`src/rtl/mvm_pkg.sv`:
```
// Shared FSM state type and sizing helpers for the matrix-vector multiply engine.
package mvm_pkg;

  typedef enum logic [1:0] {
    IDLE  = 2'd0,
    RUN   = 2'd1,
    DRAIN = 2'd2
  } state_e;

  // Index width that stays legal (>= 1 bit) for a single-entry range
  function automatic int idx_w(input int n);
    return (n > 1) ? $clog2(n) : 1;
  endfunction

  function automatic int run_len(input int rows, input int cols);
    return rows + cols - 1;
  endfunction

endpackage

```
`src/rtl/mvm_pe.sv`:
```
// One systolic multiply-accumulate stage: registers enable and B for the next
// stage, and accumulates A*B into an ACC_WIDTH register that wraps on overflow.
module mvm_pe #(
  parameter int DATA_WIDTH = 8,
  parameter int ACC_WIDTH  = 24,
  parameter int SIGNED     = 0
) (
  input  logic                  clk,
  input  logic                  rst,
  input  logic                  clr_i,
  input  logic                  en_i,
  input  logic [DATA_WIDTH-1:0] a_i,
  input  logic [DATA_WIDTH-1:0] b_i,
  output logic                  en_o,
  output logic [DATA_WIDTH-1:0] b_o,
  output logic [ACC_WIDTH-1:0]  acc_o
);

  localparam int PW = 2 * DATA_WIDTH;

  logic [PW-1:0]         a_ext_s;
  logic [PW-1:0]         b_ext_s;
  logic [PW-1:0]         prod_s;
  logic [ACC_WIDTH-1:0]  prod_ext_s;
  logic [ACC_WIDTH-1:0]  acc_d;
  logic [ACC_WIDTH-1:0]  acc_q;
  logic                  en_q;
  logic [DATA_WIDTH-1:0] b_q;

  // Full-width product, then sign- or zero-extension to the accumulator width
  always_comb begin
    if (SIGNED != 0) begin
      a_ext_s    = PW'($signed(a_i));
      b_ext_s    = PW'($signed(b_i));
      prod_s     = a_ext_s * b_ext_s;
      prod_ext_s = ACC_WIDTH'($signed(prod_s));
    end else begin
      a_ext_s    = PW'(a_i);
      b_ext_s    = PW'(b_i);
      prod_s     = a_ext_s * b_ext_s;
      prod_ext_s = ACC_WIDTH'(prod_s);
    end
  end

  // Accumulator next state: clear for a new operation, accumulate when enabled
  always_comb begin
    if (clr_i) begin
      acc_d = '0;
    end else if (en_i) begin
      acc_d = acc_q + prod_ext_s;
    end else begin
      acc_d = acc_q;
    end
  end

  // Skew registers and accumulator
  always_ff @(posedge clk) begin
    if (rst) begin
      en_q  <= 1'b0;
      b_q   <= '0;
      acc_q <= '0;
    end else begin
      en_q  <= en_i;
      b_q   <= b_i;
      acc_q <= acc_d;
    end
  end

  assign en_o  = en_q;
  assign b_o   = b_q;
  assign acc_o = acc_q;

endmodule

```
`src/rtl/mvm_engine.sv`:
```
// Matrix-vector multiply engine: per-row A FIFOs and a B FIFO feed a skewed
// chain of MAC stages; results drain one row per cycle over valid/ready.
module mvm_engine
  import mvm_pkg::*;
#(
  parameter int ROWS       = 8,
  parameter int COLS       = 8,
  parameter int DATA_WIDTH = 8,
  parameter int ACC_WIDTH  = 24,
  parameter int SIGNED     = 0
) (
  input  logic                    clk,
  input  logic                    rst,
  input  logic                    a_wr_valid,
  input  logic [idx_w(ROWS)-1:0]  a_wr_row,
  input  logic [DATA_WIDTH-1:0]   a_wr_data,
  output logic                    a_wr_ready,
  input  logic                    b_wr_valid,
  input  logic [DATA_WIDTH-1:0]   b_wr_data,
  output logic                    b_wr_ready,
  input  logic                    start,
  output logic                    start_err,
  output logic                    busy,
  output logic                    c_valid,
  output logic [idx_w(ROWS)-1:0]  c_index,
  output logic [ACC_WIDTH-1:0]    c_data,
  input  logic                    c_ready,
  output logic                    done
);

  localparam int IW      = idx_w(ROWS);
  localparam int PW      = idx_w(COLS);
  localparam int CW      = $clog2(COLS + 1);
  localparam int KW      = $clog2(ROWS + COLS);
  localparam int RUN_LEN = run_len(ROWS, COLS);

  state_e               state_q;
  logic [KW-1:0]        k_q;
  logic                 start_err_q, busy_q, c_valid_q, done_q;
  logic [IW-1:0]        c_index_q;

  logic [DATA_WIDTH-1:0] a_mem_q [ROWS][COLS];
  logic [PW-1:0]         a_wp_q  [ROWS];
  logic [PW-1:0]         a_rp_q  [ROWS];
  logic [CW-1:0]         a_cnt_q [ROWS];
  logic [DATA_WIDTH-1:0] b_mem_q [COLS];
  logic [PW-1:0]         b_wp_q, b_rp_q;
  logic [CW-1:0]         b_cnt_q;

  logic [ROWS-1:0]       a_push_s, pe_en_s, pe_en_out_s;
  logic                  b_push_s, all_full_s, go_s;
  logic [DATA_WIDTH-1:0] pe_a_s [ROWS];
  logic [DATA_WIDTH-1:0] pe_b_s [ROWS];
  logic [DATA_WIDTH-1:0] pe_b_out_s [ROWS];
  logic [ACC_WIDTH-1:0]  acc_s [ROWS];
  logic                  chain_unused_s;

  function automatic logic [PW-1:0] ptr_inc(input logic [PW-1:0] p);
    return (p == PW'(COLS - 1)) ? '0 : p + PW'(1);
  endfunction

  // Write acceptance, start qualification and PE feed selection
  always_comb begin
    all_full_s = (b_cnt_q == CW'(COLS));
    a_wr_ready = 1'b0;
    for (int r = 0; r < ROWS; r++) begin
      all_full_s  = all_full_s && (a_cnt_q[r] == CW'(COLS));
      a_push_s[r] = (state_q == IDLE) && a_wr_valid && (a_wr_row == IW'(r)) &&
                    (a_cnt_q[r] != CW'(COLS));
      a_wr_ready  = a_wr_ready || ((state_q == IDLE) && (a_wr_row == IW'(r)) &&
                    (a_cnt_q[r] != CW'(COLS)));
      pe_a_s[r]   = a_mem_q[r][a_rp_q[r]];
    end
    b_wr_ready = (state_q == IDLE) && (b_cnt_q != CW'(COLS));
    b_push_s   = b_wr_valid && b_wr_ready;
    go_s       = (state_q == IDLE) && start && all_full_s;
    pe_en_s[0] = (state_q == RUN) && (k_q < KW'(COLS));
    pe_b_s[0]  = b_mem_q[b_rp_q];
    for (int r = 1; r < ROWS; r++) begin
      pe_en_s[r] = pe_en_out_s[r-1];
      pe_b_s[r]  = pe_b_out_s[r-1];
    end
  end

  // FIFO storage (contents need no reset; occupancy lives in the counters)
  always_ff @(posedge clk) begin
    for (int r = 0; r < ROWS; r++) begin
      if (a_push_s[r]) a_mem_q[r][a_wp_q[r]] <= a_wr_data;
    end
    if (b_push_s) b_mem_q[b_wp_q] <= b_wr_data;
  end

  // FIFO pointers and occupancy; pushes only occur in IDLE, pops only in RUN
  always_ff @(posedge clk) begin
    if (rst) begin
      for (int r = 0; r < ROWS; r++) begin
        a_wp_q[r]  <= '0;
        a_rp_q[r]  <= '0;
        a_cnt_q[r] <= '0;
      end
      b_wp_q  <= '0;
      b_rp_q  <= '0;
      b_cnt_q <= '0;
    end else begin
      for (int r = 0; r < ROWS; r++) begin
        if (a_push_s[r]) begin
          a_wp_q[r]  <= ptr_inc(a_wp_q[r]);
          a_cnt_q[r] <= a_cnt_q[r] + CW'(1);
        end else if (pe_en_s[r]) begin
          a_rp_q[r]  <= ptr_inc(a_rp_q[r]);
          a_cnt_q[r] <= a_cnt_q[r] - CW'(1);
        end
      end
      if (b_push_s) begin
        b_wp_q  <= ptr_inc(b_wp_q);
        b_cnt_q <= b_cnt_q + CW'(1);
      end else if (pe_en_s[0]) begin
        b_rp_q  <= ptr_inc(b_rp_q);
        b_cnt_q <= b_cnt_q - CW'(1);
      end
    end
  end

  // Control FSM with registered status outputs
  always_ff @(posedge clk) begin
    if (rst) begin
      state_q     <= IDLE;
      k_q         <= '0;
      start_err_q <= 1'b0;
      busy_q      <= 1'b0;
      c_valid_q   <= 1'b0;
      c_index_q   <= '0;
      done_q      <= 1'b0;
    end else begin
      start_err_q <= 1'b0;
      done_q      <= 1'b0;
      case (state_q)
        IDLE: begin
          if (go_s) begin
            state_q <= RUN;
            k_q     <= '0;
            busy_q  <= 1'b1;
          end else if (start) begin
            start_err_q <= 1'b1;
          end
        end
        RUN: begin
          if (k_q == KW'(RUN_LEN - 1)) begin
            state_q   <= DRAIN;
            k_q       <= '0;
            c_valid_q <= 1'b1;
            c_index_q <= '0;
          end else begin
            k_q <= k_q + KW'(1);
          end
        end
        DRAIN: begin
          if (c_ready) begin
            if (c_index_q == IW'(ROWS - 1)) begin
              state_q   <= IDLE;
              c_valid_q <= 1'b0;
              c_index_q <= '0;
              busy_q    <= 1'b0;
              done_q    <= 1'b1;
            end else begin
              c_index_q <= c_index_q + IW'(1);
            end
          end
        end
        default: state_q <= IDLE;
      endcase
    end
  end

  // Result mux: accumulators are frozen in DRAIN, so data is stable under stall
  always_comb begin
    if (c_valid_q) begin
      c_data = acc_s[c_index_q];
    end else begin
      c_data = '0;
    end
  end

  for (genvar g = 0; g < ROWS; g++) begin : g_pe
    mvm_pe #(
      .DATA_WIDTH(DATA_WIDTH),
      .ACC_WIDTH (ACC_WIDTH),
      .SIGNED    (SIGNED)
    ) u_pe (
      .clk  (clk),
      .rst  (rst),
      .clr_i(go_s),
      .en_i (pe_en_s[g]),
      .a_i  (pe_a_s[g]),
      .b_i  (pe_b_s[g]),
      .en_o (pe_en_out_s[g]),
      .b_o  (pe_b_out_s[g]),
      .acc_o(acc_s[g])
    );
  end

  assign chain_unused_s = ^{pe_en_out_s[ROWS-1], pe_b_out_s[ROWS-1]};

  assign start_err = start_err_q;
  assign busy      = busy_q;
  assign c_valid   = c_valid_q;
  assign c_index   = c_index_q;
  assign done      = done_q;

endmodule
```
`config.mk`:
```
export PLATFORM = sky130hd
export DESIGN_NAME = mvm_engine
export DESIGN_NICKNAME = d
export VERILOG_FILES = /design/src/rtl/mvm_pkg.sv /design/src/rtl/mvm_pe.sv /design/src/rtl/mvm_engine.sv
export SDC_FILE = /design/constraint.sdc
export NUM_CORES = 2
export LEC_CHECK = 0
export CAP_MARGIN = 20
export CORE_MARGIN = 4
export CORE_UTILIZATION = 58
export DETAILED_ROUTE_END_ITERATION = 8
export PLACE_DENSITY = 0.78
export SYNTH_ARGS = -nofsm -noshare
export SYNTH_HDL_FRONTEND = slang
export SYNTH_SLANG_ARGS = --single-unit
```
`constraint.sdc`:
```
create_clock -name clk -period 6.28 [get_ports clk]
set_input_delay 0.628 -clock clk [delete_from_list [all_inputs] [get_ports clk]]
set_output_delay 0.628 -clock clk [all_outputs]
set_load 0.02 [all_outputs]
```
# ---- Yosys cells after proc, flatten, opt, wreduce, memory -nomap -nowiden
# Memories as Yosys holds them, arrays and structs flattened. A register that Yosys moved wholly into a read port is not among the register bits.
# Index checks and enable logic that the tools add are counted.
dict set report classes {
  n_bitwise 53
  mul 8
  n_div 0
  n_reduce_logical 83
  order_cmp 26
  eq_ne 51
  add_sub_neg 46
  shift 0
  mux 207
}
# cell count
set ops {}
lappend ops {{2-to-1 mux 64 bit} 22}
lappend ops {{OR reduction 64 bit} 7}
lappend ops {{adder 24 x 16 -> 24 bit} 8}
lappend ops {{binary-select mux 8 bit (select 3 bit)} 8}
lappend ops {{demux 8 bit (select 3 bit)} 8}
lappend ops {{2-to-1 mux 8 bit} 24}
lappend ops {{2-to-1 mux 3 bit} 46}
lappend ops {{multiplier 8 x 8 -> 16 bit} 8}
lappend ops {{2-to-1 mux 4 bit} 20}
lappend ops {{binary-select mux 24 bit (select 3 bit)} 1}
lappend ops {{2-to-1 mux 24 bit} 3}
lappend ops {{== test 3 bit (second input constant)} 23}
lappend ops {{greater-or-equal comparator 4 bit (second input constant)} 17}
lappend ops {{inverter 3 -> 4 bit} 17}
lappend ops {{2-to-1 mux 1 bit} 66}
lappend ops {{adder 3 x 1 -> 3 bit (second input constant)} 19}
lappend ops {{logical AND 1 bit} 54}
lappend ops {{adder 4 x 1 -> 4 bit (second input constant)} 10}
lappend ops {{== test 4 bit (second input constant)} 10}
lappend ops {{!= test 4 bit (second input constant)} 9}
lappend ops {{subtractor 4 x 1 -> 4 bit (second input constant)} 9}
lappend ops {{less-than comparator 4 x 1 -> 1 bit (second input constant)} 8}
lappend ops {{bitwise OR 1 bit} 32}
lappend ops {{AND reduction 4 bit} 3}
lappend ops {{21 further kinds} 42}
dict set report word_totals {
  in_bits 25
  latch_bits 0
  mem_count 5
  romBits 0
  ff_bits 278
  out_inout_bits 33
  ramBits 656
}
# name depth word_bits read_ports rd_clocked_by_memory_dff write_ports line
set mem_list {}
lappend mem_list {a_mem_q 8 64 8 0 1 mvm_engine.sv:42} ;# logic [DATA_WIDTH-1:0] a_mem_q [ROWS][COLS];
lappend mem_list {b_mem_q 8 8 1 1 1 mvm_engine.sv:46} ;# logic [DATA_WIDTH-1:0] b_mem_q [COLS];
lappend mem_list {a_cnt_q 8 4 8 0 8 mvm_engine.sv:45} ;# logic [CW-1:0] a_cnt_q [ROWS];
lappend mem_list {a_rp_q 8 3 8 0 8 mvm_engine.sv:44} ;# logic [PW-1:0] a_rp_q [ROWS];
lappend mem_list {a_wp_q 8 3 8 0 8 mvm_engine.sv:43} ;# logic [PW-1:0] a_wp_q [ROWS];

# ---- Longest topological paths before layout
# An unclocked memory read counts as a cell.
dict set report depth {
  ltp_word 15
  ltp_mapped 22
  mapped_depth_nobuf 20
}

# ---- By module
# Synthesis repeated with hierarchy kept, for this count alone.
dict set report unflattened {
  cells_unflattened 5303
  area_unflattened_um2 61531.5
}
# module instances area_per_inst_um2 cells_per_inst seq_area_each_um2
set by_module_without_submodules {}
lappend by_module_without_submodules {mvm_engine 1 29584.6 1579 20219.4}
lappend by_module_without_submodules {{mvm_pe at g_pe[5].u_pe ...} 2 4056.4 475 660.6}
lappend by_module_without_submodules {{mvm_pe at g_pe[1].u_pe ...} 2 3991.3 464 660.6}
lappend by_module_without_submodules {{mvm_pe at g_pe[3].u_pe} 1 4048.9 478 660.6}
lappend by_module_without_submodules {{mvm_pe at g_pe[7].u_pe} 1 4001.3 461 660.6}
lappend by_module_without_submodules {{mvm_pe at g_pe[4].u_pe} 1 3915.0 455 660.6}
lappend by_module_without_submodules {{mvm_pe at g_pe[0].u_pe} 1 3886.2 452 660.6}

# ---- Worst setup path after synthesis
# No wires, ideal clock.
dict set report synth_path {
  kind {register to register}
  start {mem a_rp_q[0][6] in the netlist's numbering}
  end {reg g_pe[2].u_pe.acc_q[23]}
  required_ps 6210
  path_stages_with_launch 21
  arrival_time_ps 5597
  path_slack_ps 613
  path_buffers 2
  path_cell_list {edfxtp_1 > buf_2 > buf_2 > mux4_2 > mux2i_1 > nand2b_1 > fa_1 > fa_1 > inv_1 > fa_1 > inv_1 > fa_1 > inv_1 > ha_1 > o211ai_1 > a21oi_1 > o2111ai_1 > a2111o_1 > and2_1 > or3_1 > a21oi_1}
}
# item line
set synth_rtl {}
lappend synth_rtl {{start: declaration} mvm_engine.sv:44}
lappend synth_rtl {{end signal: assignment} mvm_pe.sv:61} ;# acc_q <= '0;
lappend synth_rtl {{end signal: assignment} mvm_pe.sv:65} ;# acc_q <= acc_d;
lappend synth_rtl {{end: declaration} mvm_pe.sv:26} ;# logic [ACC_WIDTH-1:0] acc_q;

==> run summary <==
Worst path max stage delay - 540 ps
Cell Chain, Critical Path - buf_6, mux4_2, mux2i_1, buf_4, nand2b_1, fa_1, inv_1, ha_1, ha_1, inv_1, fa_1, inv_1, ha_1, inv_1, fa_1, nand2b_1, a21oi_1, o2111ai_1, a2111o_1, and2_1, or3_1, a21oi_1
critical path's slowest cell - mux4_2
setup TNS - 0 ps
vias post-DR - 38882
maximum vdd drop - 215.2 uV
number of distinct library cells after synthesis - 83
FMAX - 169.2 MHz
DRT iter0 DRCs - 3288
hpwl dp - 105100 um
Worst Setup Start Kind - flop
# rows - 117
RSZ-0062 raised after global routing - false
Static Leak - 0.02737 uW
Mapped Nets - 5968
register bit total from synthesis - 937
leading area contributor after synthesis - edfxtp_1
Initial Util - 0.5866
cell mode on critical path - inv_1
Sequential Area - 25330 sq um
Synth top area share - 0.3286
Syn-to-layout area delta - 9.867%
hold crit path type - in2reg
postcts setup bufs - 0
Max transition margin - 0.3512
multi-input logic area - 30890 sq um
placed instance count - 6565
CP Max Fanout - 18
Core Box Area - 102200 sq um
Pwr Density - 221.1 nW/um^2
main flop type after synthesis - edfxtp_1
Cell Area, Synth - 59940 sq um
Pins Over Slew Limit - 0
GRT Total Usage - 0.2683
YS warnings - 0
GP Congestion - 0.9240
Critical Path AT - 6510 ps
WP data required - 6880 ps
PnR Total Power - 14560 uW
PostCTS Resize Cnt - 0
skew final - 24.72 ps
initial antenna violation count - 4
most numerous cell in the Yosys netlist - inv_1
Crit Path Class - reg2reg
Total Wirelength - 142800 um
drt via density - 5.765
post-route cell area - 65860 sq um
DRT Pass-1 Iters - 5
gr ovfl total - 0
final net count - 6116
Num CTS Buffers - 95
clk_lat worst skew - 680 ps
DRC - 0
ratio of cells with drive above 1 in the final layout - 0.1038
Ports - 58
Post-CTS Hold Buffers - 0
Die Y-Extent - 329.5 um
Hold Fails Final Rpt - 0
Fillers - 7616
Setup-failing EPs final - 0
Root Buffer - clkbuf_16
Slew @ Worst Pin - 968.9 ps
Post-synth EDFFs - 656
outcome - finished clean
Sinks on Clock Net - 937
Commonest cells post-synth - inv_1, edfxtp_1, fa_1, nor2_1, ha_1
max cap viols - 0
DR WL/cell - 21.17 um
Die Width - 329.5 um
Avg Cell Area, Syn - 11.64 sq um
Mapped Cells - 5149
sequential area share after synthesis - 0.4225
Max clock buf depth - 3
Min Clock Period, post-route - 5911 ps
first-pass GRT wire length - 226100 um
hold slack - 375.7 ps
pin count of the biggest net entering global routing - 75
count of buffers from port buffering - 57
non-filler instance count after layout - 6745
CTS tree - yes
total die area - 108600 sq um
Crit. End Element - flop
FFs w/ async S/R, synth - 0
# H-tree levels - 3
vias in the first global route - 39973
CTS clock-pin slew for the worst setup and hold paths - 60 ps
final clock period utilization by the worst path - 0.9412
Placement Cell Area - 62630 sq um
DRT antenna net count - 0
top post-synthesis cells by area - edfxtp_1, fa_1, dfxtp_1, ha_1, mux4_2
-- worst max-delay path: cells and delay by family, from the launching register on --
kind / cells / cell delay (ps)
fa+ha+maj: 6 / 2020
compound gates: 4 / 1080
mux: 2 / 840
simple gates: 4 / 800
buf+inv: 6 / 730
flops: 1 / 340
-- routing by layer --
layer / global-route usage / up-vias / part of all wire
li1: - / 17770 / -
met5: 0 / - / 0.00015
met4: 0.07197 / 4 / 0.025
met2: 0.4172 / 1406 / 0.45
met3: 0.05380 / 217 / 0.086
met1: 0.3899 / 19485 / 0.44
-- registers in the layout, indices dropped and copies added, names as in the netlist, 2 cells and up, named ones only --
name / count
b_rp_q: 3
a_cnt_q: 32
g_pe.u_pe.b_o: 56
g_pe.u_pe.en_o: 7
k_q: 4
a_rp_q: 24
b_wp_q: 3
a_mem_q: 512
b_cnt_q: 4
state_q: 2
g_pe.u_pe.acc_o: 192
c_index: 3
a_wp_q: 24
b_mem_q: 64
-- area by class of cell --
| type | count | share of cell area |
|---|---|---|
| inverters | 838 | 0.04776 |
| repair buffers | 194 | 0.02443 |
| clock inverters | 51 | 0.009139 |
| clock buffers | 124 | 0.03897 |
| flip-flops and latches | 937 | 0.3846 |
| well taps | 1368 | 0.02599 |
| diodes | 2 | 0.00007600 |
| multi-input cells | 3231 | 0.4690 |
-- power by group --
part	leakage, uW	internal [uW]	total [uW]	switching, uW
Clock	0.00154	3280	5770	2490
Sequential	0.00828	6680	6780	98.8
Combinational	0.0175	832	2020	1180
-- worst paths after layout --
kind | endpoint | slack, ps | start | cells past startpoint
max | g_pe[2].u_pe.acc_o[21] | 370 | a_rp_q[0][6] | 22
min | a_mem_q[0][101] | 380 | a_wr_data[5] | 1
max reg2reg | g_pe[2].u_pe.acc_o[21] | 370 | a_rp_q[0][6] | 22
min reg2reg | g_pe[0].u_pe.acc_o[16] | 480 | g_pe[0].u_pe.acc_o[16] | 2
-- cell families after synthesis --
family | after synthesis | share of synthesized area
AND/OR/NAND/NOR | 1447 | 0.1235
buffers and inverters | 981 | 0.06289
flip-flops | 937 | 0.4225
adder cells (fa/ha/maj) | 794 | 0.2168
AO/OA/AOI/OAI | 484 | 0.05133
multiplexers | 387 | 0.1055
XOR/XNOR | 119 | 0.01739
-- metrics by stage --
step	worst slack (ps)	utilization
4_1_cts	317.0	0.6439
2_1_floorplan	613.1	-
3_3_place_gp	498.9	0.6128
6_report	369.4	0.6445
5_1_grt	23.49	0.6445
3_5_place_dp	365.5	0.6129
-- layout by cell type, fill, tap and decap left out, types with 23 or more instances in the layout --
cell type | netlist | final
inv_1 | 835 | 835
edfxtp_1 | 656 | 656
fa_1 | 408 | 408
nor2_1 | 396 | 394
ha_1 | 386 | 386
dfxtp_1 | 281 | 278
nand2_1 | 271 | 271
nor2b_1 | 257 | 257
mux4_2 | 193 | 193
a21oi_1 | 169 | 169
mux2i_1 | 164 | 164
nand2b_1 | 153 | 153
buf_4 | 9 | 130
and2_1 | 100 | 100
clkbuf_16 | 0 | 95
o21ai_0 | 84 | 82
nor3_1 | 64 | 64
xor2_1 | 61 | 61
xnor2_1 | 58 | 58
a21o_1 | 50 | 50
clkdlybuf4s50_1 | 0 | 48
nand3_1 | 47 | 47
and3_1 | 33 | 33
a211oi_1 | 32 | 32
mux2_2 | 30 | 30
or3_1 | 28 | 28
a31oi_1 | 23 | 23
o211ai_1 | 23 | 23
(Power assumes the default switching activity.)
